===== config.mk =====
export PLATFORM = sky130hd
export DESIGN_NAME = pipe_mux_n_flat
export DESIGN_NICKNAME = d
export VERILOG_FILES = /design/src/rtl/pipe_mux_pkg.sv /design/src/rtl/pipe_mux_n_if.sv /design/src/rtl/pipe_mux_sel.sv /design/src/rtl/pipe_mux_n.sv /design/src/flat_wrapper.sv
export SDC_FILE = /design/constraint.sdc
export NUM_CORES = 1
export LEC_CHECK = 0
export CORE_ASPECT_RATIO = 1.25
export CORE_UTILIZATION = 41
export DETAILED_ROUTE_END_ITERATION = 8
export PLACE_DENSITY = 0.91
export SLEW_MARGIN = 20
export SYNTH_ARGS = -nofsm -noshare
export SYNTH_HDL_FRONTEND = slang
export SYNTH_SLANG_ARGS = --single-unit

===== constraint.sdc =====
create_clock -name clk -period 2.14 [get_ports clk]
set_clock_uncertainty 0.1 [all_clocks]
set_input_delay 0.428 -clock clk [delete_from_list [all_inputs] [get_ports clk]]
set_output_delay 0.428 -clock clk [all_outputs]
set_load 0.05 [all_outputs]

===== src/rtl/pipe_mux_pkg.sv =====
// Shared types and helpers for the pipe_mux_n selector stage.
// Optional out-of-range select checking is enabled by PIPE_MUX_SEL_CHECK_EN.
package pipe_mux_pkg;

   typedef enum logic [1:0] {
      EMPTY = 2'd0,
      ONE   = 2'd1,
      TWO   = 2'd2
   } pipe_mux_state_e;

   // A 2-input mux still needs a 1-bit select, so never return 0.
   function automatic int clog2_min1(input int n);
      return (n <= 2) ? 1 : $clog2(n);
   endfunction

endpackage


===== src/rtl/pipe_mux_n_if.sv =====
// Upstream word/select handshake and downstream data handshake of pipe_mux_n.
// master = driver of inputs (upstream/downstream agents), slave = the mux stage.
interface pipe_mux_n_if
   import pipe_mux_pkg::*;
#(
   parameter int WIDTH  = 32,
   parameter int NUM_IN = 4
);
   localparam int SEL_W = clog2_min1(NUM_IN);

   logic [NUM_IN*WIDTH-1:0] data_in;
   logic [SEL_W-1:0]        sel;
   logic                    in_valid;
   logic                    in_ready;
   logic                    flush;
   logic                    out_valid;
   logic                    out_ready;
   logic [WIDTH-1:0]        data_out;
   logic                    sel_err;

   modport master (
      output data_in, sel, in_valid, flush, out_ready,
      input  in_ready, out_valid, data_out, sel_err
   );

   modport slave (
      input  data_in, sel, in_valid, flush, out_ready,
      output in_ready, out_valid, data_out, sel_err
   );
endinterface


===== src/rtl/pipe_mux_sel.sv =====
// Combinational N:1 word selector; out-of-range select gives word 0, or zero
// data plus an oob flag when PIPE_MUX_SEL_CHECK_EN is defined.
module pipe_mux_sel #(
   parameter int WIDTH  = 32,
   parameter int NUM_IN = 4,
   parameter int SEL_W  = 2
) (
   input  logic [NUM_IN*WIDTH-1:0] data_in,
   input  logic [SEL_W-1:0]        sel,
`ifdef PIPE_MUX_SEL_CHECK_EN
   output logic                    sel_oob,
`endif
   output logic [WIDTH-1:0]        data_out
);

`ifdef PIPE_MUX_SEL_CHECK_EN
   always_comb begin
      data_out = '0;
      for (int k = 0; k < NUM_IN; k++) begin
         if (sel == SEL_W'(k)) data_out = data_in[k*WIDTH +: WIDTH];
      end
   end

   // With a power-of-2 input count every select value is legal.
   if ((1 << SEL_W) > NUM_IN) begin : g_oob
      assign sel_oob = (sel >= SEL_W'(NUM_IN));
   end else begin : g_no_oob
      assign sel_oob = 1'b0;
   end
`else
   always_comb begin
      data_out = data_in[WIDTH-1:0];
      for (int k = 1; k < NUM_IN; k++) begin
         if (sel == SEL_W'(k)) data_out = data_in[k*WIDTH +: WIDTH];
      end
   end
`endif

endmodule


===== src/rtl/pipe_mux_n.sv =====
// N:1 selector with registered valid/ready output and 2-entry skid; latency 1 cycle.
// in_ready drops only when the skid is full (no comb path from out_ready); flush wins. Macro: PIPE_MUX_SEL_CHECK_EN.
module pipe_mux_n
   import pipe_mux_pkg::*;
#(
   parameter int WIDTH  = 32,
   parameter int NUM_IN = 4
) (
   input  logic       clk,
   input  logic       rst_n,
   pipe_mux_n_if.slave bus
);
   localparam int SEL_W = clog2_min1(NUM_IN);

   pipe_mux_state_e  state_q, state_d;
   logic [WIDTH-1:0] main_q, skid_q, sel_word;
   logic             accept, xfer;
   logic             load_main, load_skid, skid_to_main;

   assign bus.out_valid = (state_q != EMPTY);
   assign bus.in_ready  = (state_q != TWO);
   assign bus.data_out  = main_q;
   assign accept        = bus.in_valid & bus.in_ready;
   assign xfer          = bus.out_valid & bus.out_ready;

`ifdef PIPE_MUX_SEL_CHECK_EN
   logic sel_oob, sel_err_q;

   pipe_mux_sel #(.WIDTH(WIDTH), .NUM_IN(NUM_IN), .SEL_W(SEL_W)) u_sel (
      .data_in (bus.data_in),
      .sel     (bus.sel),
      .sel_oob (sel_oob),
      .data_out(sel_word)
   );

   // Sticky until reset; a flush does not hide an illegal select.
   always_ff @(posedge clk or negedge rst_n) begin
      if (!rst_n)                 sel_err_q <= 1'b0;
      else if (accept && sel_oob) sel_err_q <= 1'b1;
   end
   assign bus.sel_err = sel_err_q;
`else
   pipe_mux_sel #(.WIDTH(WIDTH), .NUM_IN(NUM_IN), .SEL_W(SEL_W)) u_sel (
      .data_in (bus.data_in),
      .sel     (bus.sel),
      .data_out(sel_word)
   );
   assign bus.sel_err = 1'b0;
`endif

   always_comb begin
      state_d      = state_q;
      load_main    = 1'b0;
      load_skid    = 1'b0;
      skid_to_main = 1'b0;
      if (bus.flush) begin
         state_d = EMPTY;
      end else begin
         case (state_q)
            EMPTY: if (accept) begin
               state_d   = ONE;
               load_main = 1'b1;
            end
            ONE: begin
               if (accept && xfer) begin
                  load_main = 1'b1;
               end else if (accept) begin
                  state_d   = TWO;
                  load_skid = 1'b1;
               end else if (xfer) begin
                  state_d = EMPTY;
               end
            end
            TWO: if (xfer) begin
               state_d      = ONE;
               skid_to_main = 1'b1;
            end
            default: state_d = EMPTY;
         endcase
      end
   end

   always_ff @(posedge clk or negedge rst_n) begin
      if (!rst_n) begin
         state_q <= EMPTY;
         main_q  <= '0;
         skid_q  <= '0;
      end else begin
         state_q <= state_d;
         if (load_main)         main_q <= sel_word;
         else if (skid_to_main) main_q <= skid_q;
         if (load_skid)         skid_q <= sel_word;
      end
   end

endmodule

===== src/flat_wrapper.sv =====
// flat-port wrapper written by rule: the top's interface ports become plain ports
module pipe_mux_n_flat import pipe_mux_pkg::*;
#(
   parameter int WIDTH  = 32,
   parameter int NUM_IN = 4
)
  (clk, rst_n, bus_data_in, bus_sel, bus_in_valid, bus_flush, bus_out_ready, bus_in_ready, bus_out_valid, bus_data_out, bus_sel_err);
  pipe_mux_n_if #(.WIDTH(WIDTH), .NUM_IN(NUM_IN)) bus_i ();
  input  logic clk;
  input  logic rst_n;
  input wire logic [$bits(bus_i.data_in)-1:0] bus_data_in;
  input wire logic [$bits(bus_i.sel)-1:0] bus_sel;
  input wire logic [$bits(bus_i.in_valid)-1:0] bus_in_valid;
  input wire logic [$bits(bus_i.flush)-1:0] bus_flush;
  input wire logic [$bits(bus_i.out_ready)-1:0] bus_out_ready;
  output wire logic [$bits(bus_i.in_ready)-1:0] bus_in_ready;
  output wire logic [$bits(bus_i.out_valid)-1:0] bus_out_valid;
  output wire logic [$bits(bus_i.data_out)-1:0] bus_data_out;
  output wire logic [$bits(bus_i.sel_err)-1:0] bus_sel_err;
  assign bus_i.data_in = bus_data_in;
  assign bus_i.sel = bus_sel;
  assign bus_i.in_valid = bus_in_valid;
  assign bus_i.flush = bus_flush;
  assign bus_i.out_ready = bus_out_ready;
  assign bus_in_ready = bus_i.in_ready;
  assign bus_out_valid = bus_i.out_valid;
  assign bus_data_out = bus_i.data_out;
  assign bus_sel_err = bus_i.sel_err;
  pipe_mux_n #(.WIDTH(WIDTH), .NUM_IN(NUM_IN)) u_core (.clk(clk), .rst_n(rst_n), .bus(bus_i));
endmodule

**After elaboration in Yosys (flattened, before gate mapping)**

Index checks and enable logic that the tools add are counted.

- Register bits after elaboration: 66
- Input port bits: 135
- Word-level logic and storage cells: 42

- Eq/ne operators: 10
- Multiplexer cells: 22
- Bitwise operators: 2
- Reduce and logical (&&, ||, !) cells: 5

Operators by type and width:

| operator | count |
|---|---|
| $mux W32 | 5 |
| $mux W2 | 6 |
| $mux W1 | 9 |
| $eq A2 B2 Y1 const B | 3 |
| $ne A3 B2 Y1 const B | 2 |
| $pmux W2 S3 | 1 |
| $eq A2 B1 Y1 const B | 2 |
| $ne A4 B2 Y1 const B | 1 |
| $reduce_and A4 Y1 | 1 |
| $reduce_bool A2 Y1 | 2 |
| $ne A3 B3 Y1 const B | 1 |
| $and A1 B1 Y1 | 2 |
| $logic_not A2 Y1 | 1 |
| $ne A2 B2 Y1 const B | 1 |
| $pmux W1 S2 | 1 |
| $logic_and A1 B1 Y1 | 1 |

**Depth between registers and ports, before layout**

- Depth after elaboration: 7
- Mapped depth: 5
- Depth with buffers taken out: 3

**By module**

Synthesis repeated with hierarchy kept, for this count alone.

- Cells, all modules: 230
- Area, all modules: 3761.1 µm²

By module, submodules not included:

| module | times used | cells each | area an instance (µm²) | seq. area each (µm²) |
|---|---|---|---|---|
| pipe_mux_n | 1 | 191 | 2946.6 | 1651.6 |
| pipe_mux_sel | 1 | 39 | 814.5 | 0.0 |

**Least setup slack after synthesis**

No wires, ideal clock.

- Path type: input-to-reg
- From: input port bus_sel[0]
- To: register u_core.main_q[0] (netlist: u_core.bus.data_out[0])
- Arrival: 1.494 ns
- Path slack: 0.420 ns
- Cell stages on the path: 4
- Path buffers: 2
- Cells stage by stage: buf_6 > buf_6 > mux4_2 > a221o_1

- Longest elaborated chain between the ends: 5
- Elaborated cells between the ends (all ways): 7
- Classes of those cells: eq/ne (3); mux (4)

RTL lines:

| element | RTL line | RTL |
|---|---|---|
| start: declaration | flat_wrapper.sv:12 | `input wire logic [$bits(bus_i.sel)-1:0] bus_sel;` |
| $eq A2 B1 Y1 | pipe_mux_sel.sv:34 | `if (sel == SEL_W'(k)) data_out = data_in[k*WIDTH +: WIDTH];` |
| $mux W32 (2 in series) | pipe_mux_sel.sv:34 |  |
| $mux W32 (*) | pipe_mux_sel.sv:34 |  |
| $mux W32 (*) | pipe_mux_n.sv:90 | `if (load_main) main_q <= sel_word;` |
| end signal: assignment | pipe_mux_n.sv:90 |  |
| end signal: assignment | pipe_mux_n.sv:91 | `else if (skid_to_main) main_q <= skid_q;` |
| end: declaration | pipe_mux_n.sv:16 | `logic [WIDTH-1:0] main_q, skid_q, sel_word;` |

Mark *: on every way between the ends. The rest lies on a longest branch, timed or not.
A chain may end at the register's enable or synchronous reset.

**Worst setup path after layout**

- From: input port bus_out_ready
- To: register u_core.main_q[2] (netlist: u_core.bus.data_out[2])

- Longest elaborated chain between the ends: 6
- Elaborated cells between the ends (all ways): 10
- Classes of those cells: mux (7); bitwise (1); reduce/logical (2)

RTL lines:

| element | RTL line | RTL |
|---|---|---|
| start: declaration | flat_wrapper.sv:15 | `input wire logic [$bits(bus_i.out_ready)-1:0] bus_out_ready;` |
| $and A1 B1 Y1 (*) | pipe_mux_n.sv:24 | `assign xfer = bus.out_valid & bus.out_ready;` |
| $logic_and A1 B1 Y1 | pipe_mux_n.sv:65 | `if (accept && xfer) begin` |
| $mux W1 | pipe_mux_n.sv:65 |  |
| $pmux W1 S2 | pipe_mux_n.sv:59 | `case (state_q)` |
| $mux W1 | pipe_mux_n.sv:56 | `if (bus.flush) begin` |
| $mux W32 / $reduce_bool A2 Y1 (equally long branches) | -- |  |

Marked as above.

==> results.md <==
- Run status: finished with violations
- Violated checks: design-rule violations, negative setup slack
- Switching fraction of total power: between 30% and 40%
- Count of max-cap constraint violations: 0
- Cell count after synthesis: between 200 and 250
- Yosys cell types: 28
- CP Class: primary input to flip-flop
- 1st-iter DRT viols: 150
- Die span in y: about 110 um
- Fraction of final layout cells with drive strength greater than 1: around a quarter
- RSZ-0062 raised after global routing: yes
- Portion of the post-synthesis area used by sequential elements: 47.0%
- Number of antenna violations at the first check in global routing: 0
- Number of warnings reported in the yosys synthesis log: 0
- HP Class: primary input to async pin
- Root buf cell: clkbuf_8
- Final setup violating endpoints: 15
- Width of the die: ~85 um
- Net Switching: approximately 0.0014 W
- Sequential power share: roughly 39%
- Least-Margin Pin Slew: approximately 1000 ps
- Count of nets after finishing: 544
- Wire length of the first global-routing pass: 15.0 mm
- Met1 usage: between 20% and 30%
- Mapped Avg Cell Area: about 15 um^2
- Grt met3 use: between 3 and 4%
- Rel. slew slack: between 30% and 40%
- Tcrit/Tclk final: 101%
- Port buffer count: between 150 and 200
- Clk buf depth: 2
- Share of Yosys cell area claimed by the top area cell type: 47.0%
- Total global-route track usage: between 20% and 30%
- Critical path startpoint category: primary input
- Worst endpoint required time: 2320 ps
- Core region area: between 0.008 and 0.009 mm^2
- Net Count, Synth: 372
- CTS-repair resized insts: 0
- Highest fanout seen on the critical path: 16
- CTS tree: yes
- Static leakage power: between 2 and 2.5 nW
- CTS sink cnt: 66
- Number of I/O pins: between 150 and 200
- Sum of routed wire length over all layers: roughly 9.6 mm
- Starting density of the core: approximately 42%
- Power density relative to cell area: between 800 and 900 mW/mm^2
- Std-Cell Rows: 37
- Maximum frequency from static timing analysis: 0.463 GHz
- Design internal power: approximately 0.0030 W
- Total negative slack for setup checks: -144 ps
- Area Growth Syn to Fin: 58.9%
- # H-tree levels: 3
- Post-CTS setup repair buffer count: 0
- Arrival time of data at the critical path endpoint: 2340 ps
- Clock buffer count from CTS: 9
- Shortest clock period the worst path allows after layout: 2160 ps
- Part of the power in the clock network: a little over a quarter
- Final Hold Slack: 9.74 ps
- Placer Congestion: around 0.7
- Number of search-and-repair iterations in the first detailed-routing pass: 7
- Maximum vdd drop: approximately 0.00047 V
- Met2 track demand over resource in global routing: 41.2%
- Worst-case setup slack after placement: -272 ps
- Area used by multi-input combinational logic: approximately 0.0018 mm^2
- Vias in the first global route: between 3,000 and 4,000
- Half-perimeter wire length of the detailed placement result: between 7 and 8 mm
- Overall via count from detail_route: around 2,900
- Post-DRT Antenna Nets: 0
- Antenna Cells: 0
- Worst-skew pair later-pin latency: approximately 340 ps
- Fin worst setup slack: -19.5 ps
- Endpoint type of the worst setup path: flip-flop
- Fill count: just over 600
- Ranking of synthesized cells by area: dfrtp_1 47%, mux4_2 20%, mux2_2 9.9%
- Hold buffer count at cts: 0
- Final Slew Violations: 0
- Routed len/inst: around 19 um
- Yosys top cell by area: dfrtp_1
- Hold Violations, Final: 0
- Sequential cell area: approximately 0.0017 mm^2
- Combinational Power Share: 34.9%
- Count of unresolved DRC violations after routing: 8
- DR vias/cell: about 5.6
- Number of flip-flops and latches in the synthesized netlist: 66
- Cell area after synthesis: 0.00352 mm^2
- Pin count of the biggest net entering global routing: 37
- Gr ovfl total: 0
- Final core utilization: between 60% and 70%
- Overall die area: ~0.0090 mm^2
- Most utilized layer in the global route result: met2
- CTS clock-pin slew for the worst setup and hold paths: 80 ps
==> power by group through the flow <==
stage | clock network [W] | logic, W | registers, W
2_1_floorplan | 0 | 0.000500 | 0.00213
3_3_place_gp | 0 | 0.00151 | 0.00173
3_5_place_dp | 0 | 0.00156 | 0.00175
4_1_cts | 0.00119 | 0.00157 | 0.00174
5_1_grt | 0.00125 | 0.00164 | 0.00177
6_report | 0.00117 | 0.00156 | 0.00174
==> worst paths after layout <==
path,slack [ps],to,from,depth (start not counted)
hold / removal,10,u_core.bus.data_out[2],rst_n,2
setup / recovery,-20,u_core.bus.data_out[2],bus_out_ready,4
max in group asynchronous,1560,u_core.skid_q[17],rst_n,2
min in group clk,390,u_core.skid_q[11],u_core.skid_q[11],1
setup reg to reg,190,u_core.bus.data_out[2],u_core.state_q[1],3
hold reg to reg,390,u_core.skid_q[11],u_core.skid_q[11],1
==> flip-flops by register name (all words and copies together) (netlist names) <==
name                 flops
u_core.state_q           2
u_core.bus.data_out     32
u_core.skid_q           32
==> cell usage in the layout (no fill, tap or decap) <==
cell | synthesis | final
mux2_1 | 1 | 1
nor3_2 | 0 | 1
a21oi_1 | 2 | 2
buf_2 | 10 | 3
nand2_1 | 3 | 3
clkdlybuf4s50_1 | 0 | 163
a21oi_2 | 1 | 1
and3_1 | 1 | 1
clkinvlp_4 | 0 | 4
a211oi_1 | 1 | 1
or2_2 | 1 | 1
buf_4 | 1 | 9
o21ba_2 | 1 | 1
a21oi_4 | 0 | 1
clkbuf_8 | 0 | 10
inv_1 | 4 | 4
or3b_2 | 1 | 1
a221o_1 | 30 | 30
buf_12 | 0 | 5
conb_1 | 1 | 1
dfrtp_1 | 66 | 66
nand3b_1 | 1 | 1
bufinv_16 | 0 | 2
and4bb_1 | 1 | 1
nor3b_4 | 0 | 1
and2_1 | 29 | 29
nand2b_1 | 3 | 3
nor2b_1 | 3 | 3
mux2_2 | 31 | 31
a221oi_1 | 2 | 2
mux4_2 | 32 | 32
==> cells in the mapped netlist <==
| master | n |
|---|---|
| buf_2 | 10 |
| buf_1 | 2 |
| o21ba_2 | 1 |
| a211oi_1 | 1 |
| or2_2 | 1 |
| mux4_2 | 32 |
| inv_1 | 4 |
| and4bb_1 | 1 |
| conb_1 | 1 |
| and2_1 | 29 |
| nor3b_2 | 1 |
| a221o_1 | 30 |
| clkbuf_1 | 3 |
| and3_1 | 1 |
| nor2b_1 | 3 |
| dfrtp_1 | 66 |
| buf_6 | 4 |
| a221oi_1 | 2 |
| nand2b_1 | 3 |
| nor3_1 | 1 |
| buf_4 | 1 |
| nand2_1 | 3 |
| a21oi_1 | 2 |
| or3b_2 | 1 |
| mux2_2 | 31 |
| mux2_1 | 1 |
| nand3b_1 | 1 |
| a21oi_2 | 1 |
==> metrics by stage <==
step	instances	area, um^2	total power (W)
final	511	5590	0.00447
after global routing	511	5590	0.00466
after CTS	510	5570	0.00449
after detailed placement	494	5340	0.00331
after global placement	494	5340	0.00324
after floorplan	237	3520	0.00263
==> logic make-up (layout without fill, tap and decap cells) <==
family | after synthesis | after routing | share of synthesized area, %
AO/OA/AOI/OAI | 37 | 38 | 10.1
buffers and inverters | 24 | 200 | 3.88
flip-flops | 66 | 66 | 47.0
multiplexers | 64 | 64 | 30.7
other | 1 | 1 | 0.107
AND/OR/NAND/NOR | 45 | 45 | 8.22
==> layout make-up <==
type	instances	share of cell area, %
Multi-Input combinational cell	148	31.4
Clock inverter	6	1.61
Sequential cell	66	29.6
Clock buffer	10	2.46
Timing Repair Buffer	180	32.5
Tap cell	97	2.17
Inverter	4	0.269
==> metal layers <==
layer  wire, um  share of wire, %
met1       3570                37
met2       5370                56
met3        546               5.7
met4        161               1.7
met5          0                 0
==> worst max-delay path, cell delays in order <==
cell             delay (ps)
clkdlybuf4s50_1         530
nand2b_1                300
a21oi_2                 790
a221o_1                 290
No activity file was read; power rests on OpenSTA's default activity.
==> patch, RTL diff (config.mk and constraints unchanged) <==
`WIDTH` is set to 32 in 4 places; all go to 64.
--- a/src/rtl/pipe_mux_n_if.sv
+++ b/src/rtl/pipe_mux_n_if.sv
@@ -3,7 +3,7 @@
 interface pipe_mux_n_if
    import pipe_mux_pkg::*;
 #(
-   parameter int WIDTH  = 32,
+   parameter int WIDTH  = 64,
    parameter int NUM_IN = 4
 );
    localparam int SEL_W = clog2_min1(NUM_IN);
--- a/src/rtl/pipe_mux_sel.sv
+++ b/src/rtl/pipe_mux_sel.sv
@@ -1,7 +1,7 @@
 // Combinational N:1 word selector; out-of-range select gives word 0, or zero
 // data plus an oob flag when PIPE_MUX_SEL_CHECK_EN is defined.
 module pipe_mux_sel #(
-   parameter int WIDTH  = 32,
+   parameter int WIDTH  = 64,
    parameter int NUM_IN = 4,
    parameter int SEL_W  = 2
 ) (
--- a/src/rtl/pipe_mux_n.sv
+++ b/src/rtl/pipe_mux_n.sv
@@ -3,7 +3,7 @@
 module pipe_mux_n
    import pipe_mux_pkg::*;
 #(
-   parameter int WIDTH  = 32,
+   parameter int WIDTH  = 64,
    parameter int NUM_IN = 4
 ) (
    input  logic       clk,
--- a/src/flat_wrapper.sv
+++ b/src/flat_wrapper.sv
@@ -1,7 +1,7 @@
 // flat-port wrapper written by rule: the top's interface ports become plain ports
 module pipe_mux_n_flat import pipe_mux_pkg::*;
 #(
-   parameter int WIDTH  = 32,
+   parameter int WIDTH  = 64,
    parameter int NUM_IN = 4
 )
   (clk, rst_n, bus_data_in, bus_sel, bus_in_valid, bus_flush, bus_out_ready, bus_in_ready, bus_out_valid, bus_data_out, bus_sel_err);
Ports: changed (resized bus_data_in and bus_data_out); port bits go from 170 to 330. The function was not compared with the original's and may differ.
==> patch against the original RTL <==
- die area increased by 94%
- count of clock-buffer cells in the layout is 10 higher
- total power rose by 110%
- sequential share of layout area is 0.64 points lower
- register-to-register slack better by 0.17 ns
- synthesized area grew 97%
- critical endpoint is now bus_data_out[12]
- sequential cell count is 64 higher
- largest cell class unchanged
- routed wire length increased by 120%
- maximum frequency up 2.4%
- first-iteration DRC count grew 72%
- final area increased by 100%
- worst setup slack improved by 0.051 ns
==> patch: results (changes against the original RTL) <==
Route
  • Post-Route WL: 21.1 mm (+120%)
  • Drt first pass iters: 4 (-3)
  • Via count: 5712 (+99%)
  • Iteration-0 DRC count of the detailed router: 258 (+72%)

Logic synthesis
  • Area contributors post-synth: dfrtp_1 47%, mux4_2 19%, mux2_2 11%
  • Register area share after synthesis: 47.0% (+0.067 points)
  • Syn_nets: 715 (+92%)
  • Post-synth top cells: 130 x dfrtp_1, 66 x mux2_2, 63 x a221o_1, 63 x and3_1, 59 x mux4_2

Clock tree
  • Clock latency on the worst-skew pair: 0.40 ns (+0.06 ns)
  • Root Buffer Master: clkbuf_16
  • Number of CTS-inserted buffers: 17 (+8)
  • Reg clk slew, reported paths: 0.06 ns (-0.02 ns)

Timing
  • Relative slew slack: 63.1% (+28 points)

Worst setup path
  • CP endpoint: bus_data_out[12]
  • Reg2reg end: u_core.bus.data_out[35]$_DFFE_PN0P_
  • Crit-path leading delay family: buffers and inverters
  • Max stage delay cell, worst path: clkdlybuf4s50_1
  • Critical path launch point: u_core.bus.data_out[12]$_DFFE_PN0P_
  • Crit path max fanout: 2 (-14)
  • WP data arrival: 1.58 ns (-0.76 ns)
  • Largest stage delay, worst path: 0.82 ns (+0.03 ns)

Cells and area
  • Nets@finish: 1043 (+92%)
  • Layout cells sized above 1: 26.1% (+1.2 points)

GRT
  • Gr usage total: 24.9% (+2.9 points)
  • Largest net degree at the start of global routing: 47 (+27%)
  • Initial antenna violation count: 1 (+1)
  • Number of global-route vias before repair: 6191 (+100%)

Place
  • Post-DP HPWL: 16.3 mm (+130%)
  • Port Buffers: 328 (+95%)

Status
  • Run status: finished, final reports clean
## patch: cell types whose count changed in the layout (fill, tap and decap cells not counted), moves of 27 or more
cell             delta
clkdlybuf4s50_1   +118
dfrtp_1            +64
and3_1             +62
mux2_2             +35
a221o_1            +33
and2_1             -29
dlymetal6s2s_1     +28
mux4_2             +27
## patch: what timing repair did
action	CTS	global route
gates resized for setup	5	28
hold endpoints to repair	42	0
cloned	0	0
setup buffers	0	0
hold buffers	1	0
endpoints found under the setup margin	5	28
## patch: logic make-up (layout without fill, tap and decap cells)
| group | after synthesis | count (layout) | share of synthesized area [%] |
|---|---|---|---|
| simple gates | 74 | 74 | 6.82 |
| compound gates | 67 | 67 | 9.57 |
| flops | 130 | 130 | 47.0 |
| other cells | 1 | 1 | 0.0542 |
| buf+inv | 49 | 390 | 4.51 |
| mux | 131 | 131 | 32.0 |
## patch: final cells by class
| cell class | instances | area (um2) |
|---|---|---|
| clock buffer | 20 | 457 |
| clock inverter | 12 | 158 |
| timing repair buffer | 358 | 3730 |
| fill | 1152 | 5090 |
| tap | 216 | 270 |
| multi-input combinational | 273 | 3380 |
| sequential | 130 | 3250 |
## patch: layer usage
layer	wire [um]	global-route usage, %	vias to the layer above
met2	11100	44.3	277
met4	584	8.08	0
met5	0	0	-
met3	1520	6.83	38
li1	-	-	2521
met1	7880	28.8	2876
## patch: how the worst min path moves through the flow
stage                                                endpoint  cells past startpoint                          start
after floorplan            u_core.bus.data_out[0]$_DFFE_PN0P_                      0                          rst_n
after global placement          u_core.skid_q[55]$_DFFE_PN0P_                      1                          rst_n
after detailed placement  u_core.bus.data_out[56]$_DFFE_PN0P_                      1                          rst_n
after CTS                 u_core.bus.data_out[38]$_DFFE_PN0P_                      1  u_core.skid_q[38]$_DFFE_PN0P_
after global routing            u_core.skid_q[10]$_DFFE_PN0P_                      1  u_core.skid_q[10]$_DFFE_PN0P_
final                     u_core.bus.data_out[38]$_DFFE_PN0P_                      1  u_core.skid_q[38]$_DFFE_PN0P_
## patch: power by group
part	internal, uW	leakage, uW	switching (uW)
clock network	1900	0.000292	1040
registers	3100	0.00160	364
logic	1550	0.00322	1560
## patch: per-stage QoR
stage	instances	total power [uW]	cell area [um2]	worst slack [ns]	hold slack, ns
3_5_place_dp	976	6640	10600	-0.160	0.291
4_1_cts	1009	9620	11200	0.00349	0.400
5_1_grt	1009	9920	11200	0.000241	0.416
3_3_place_gp	976	6520	10600	-0.0774	0.286
6_report	1009	9510	11200	0.0311	0.396
2_1_floorplan	452	5250	6920	0.240	0.0324
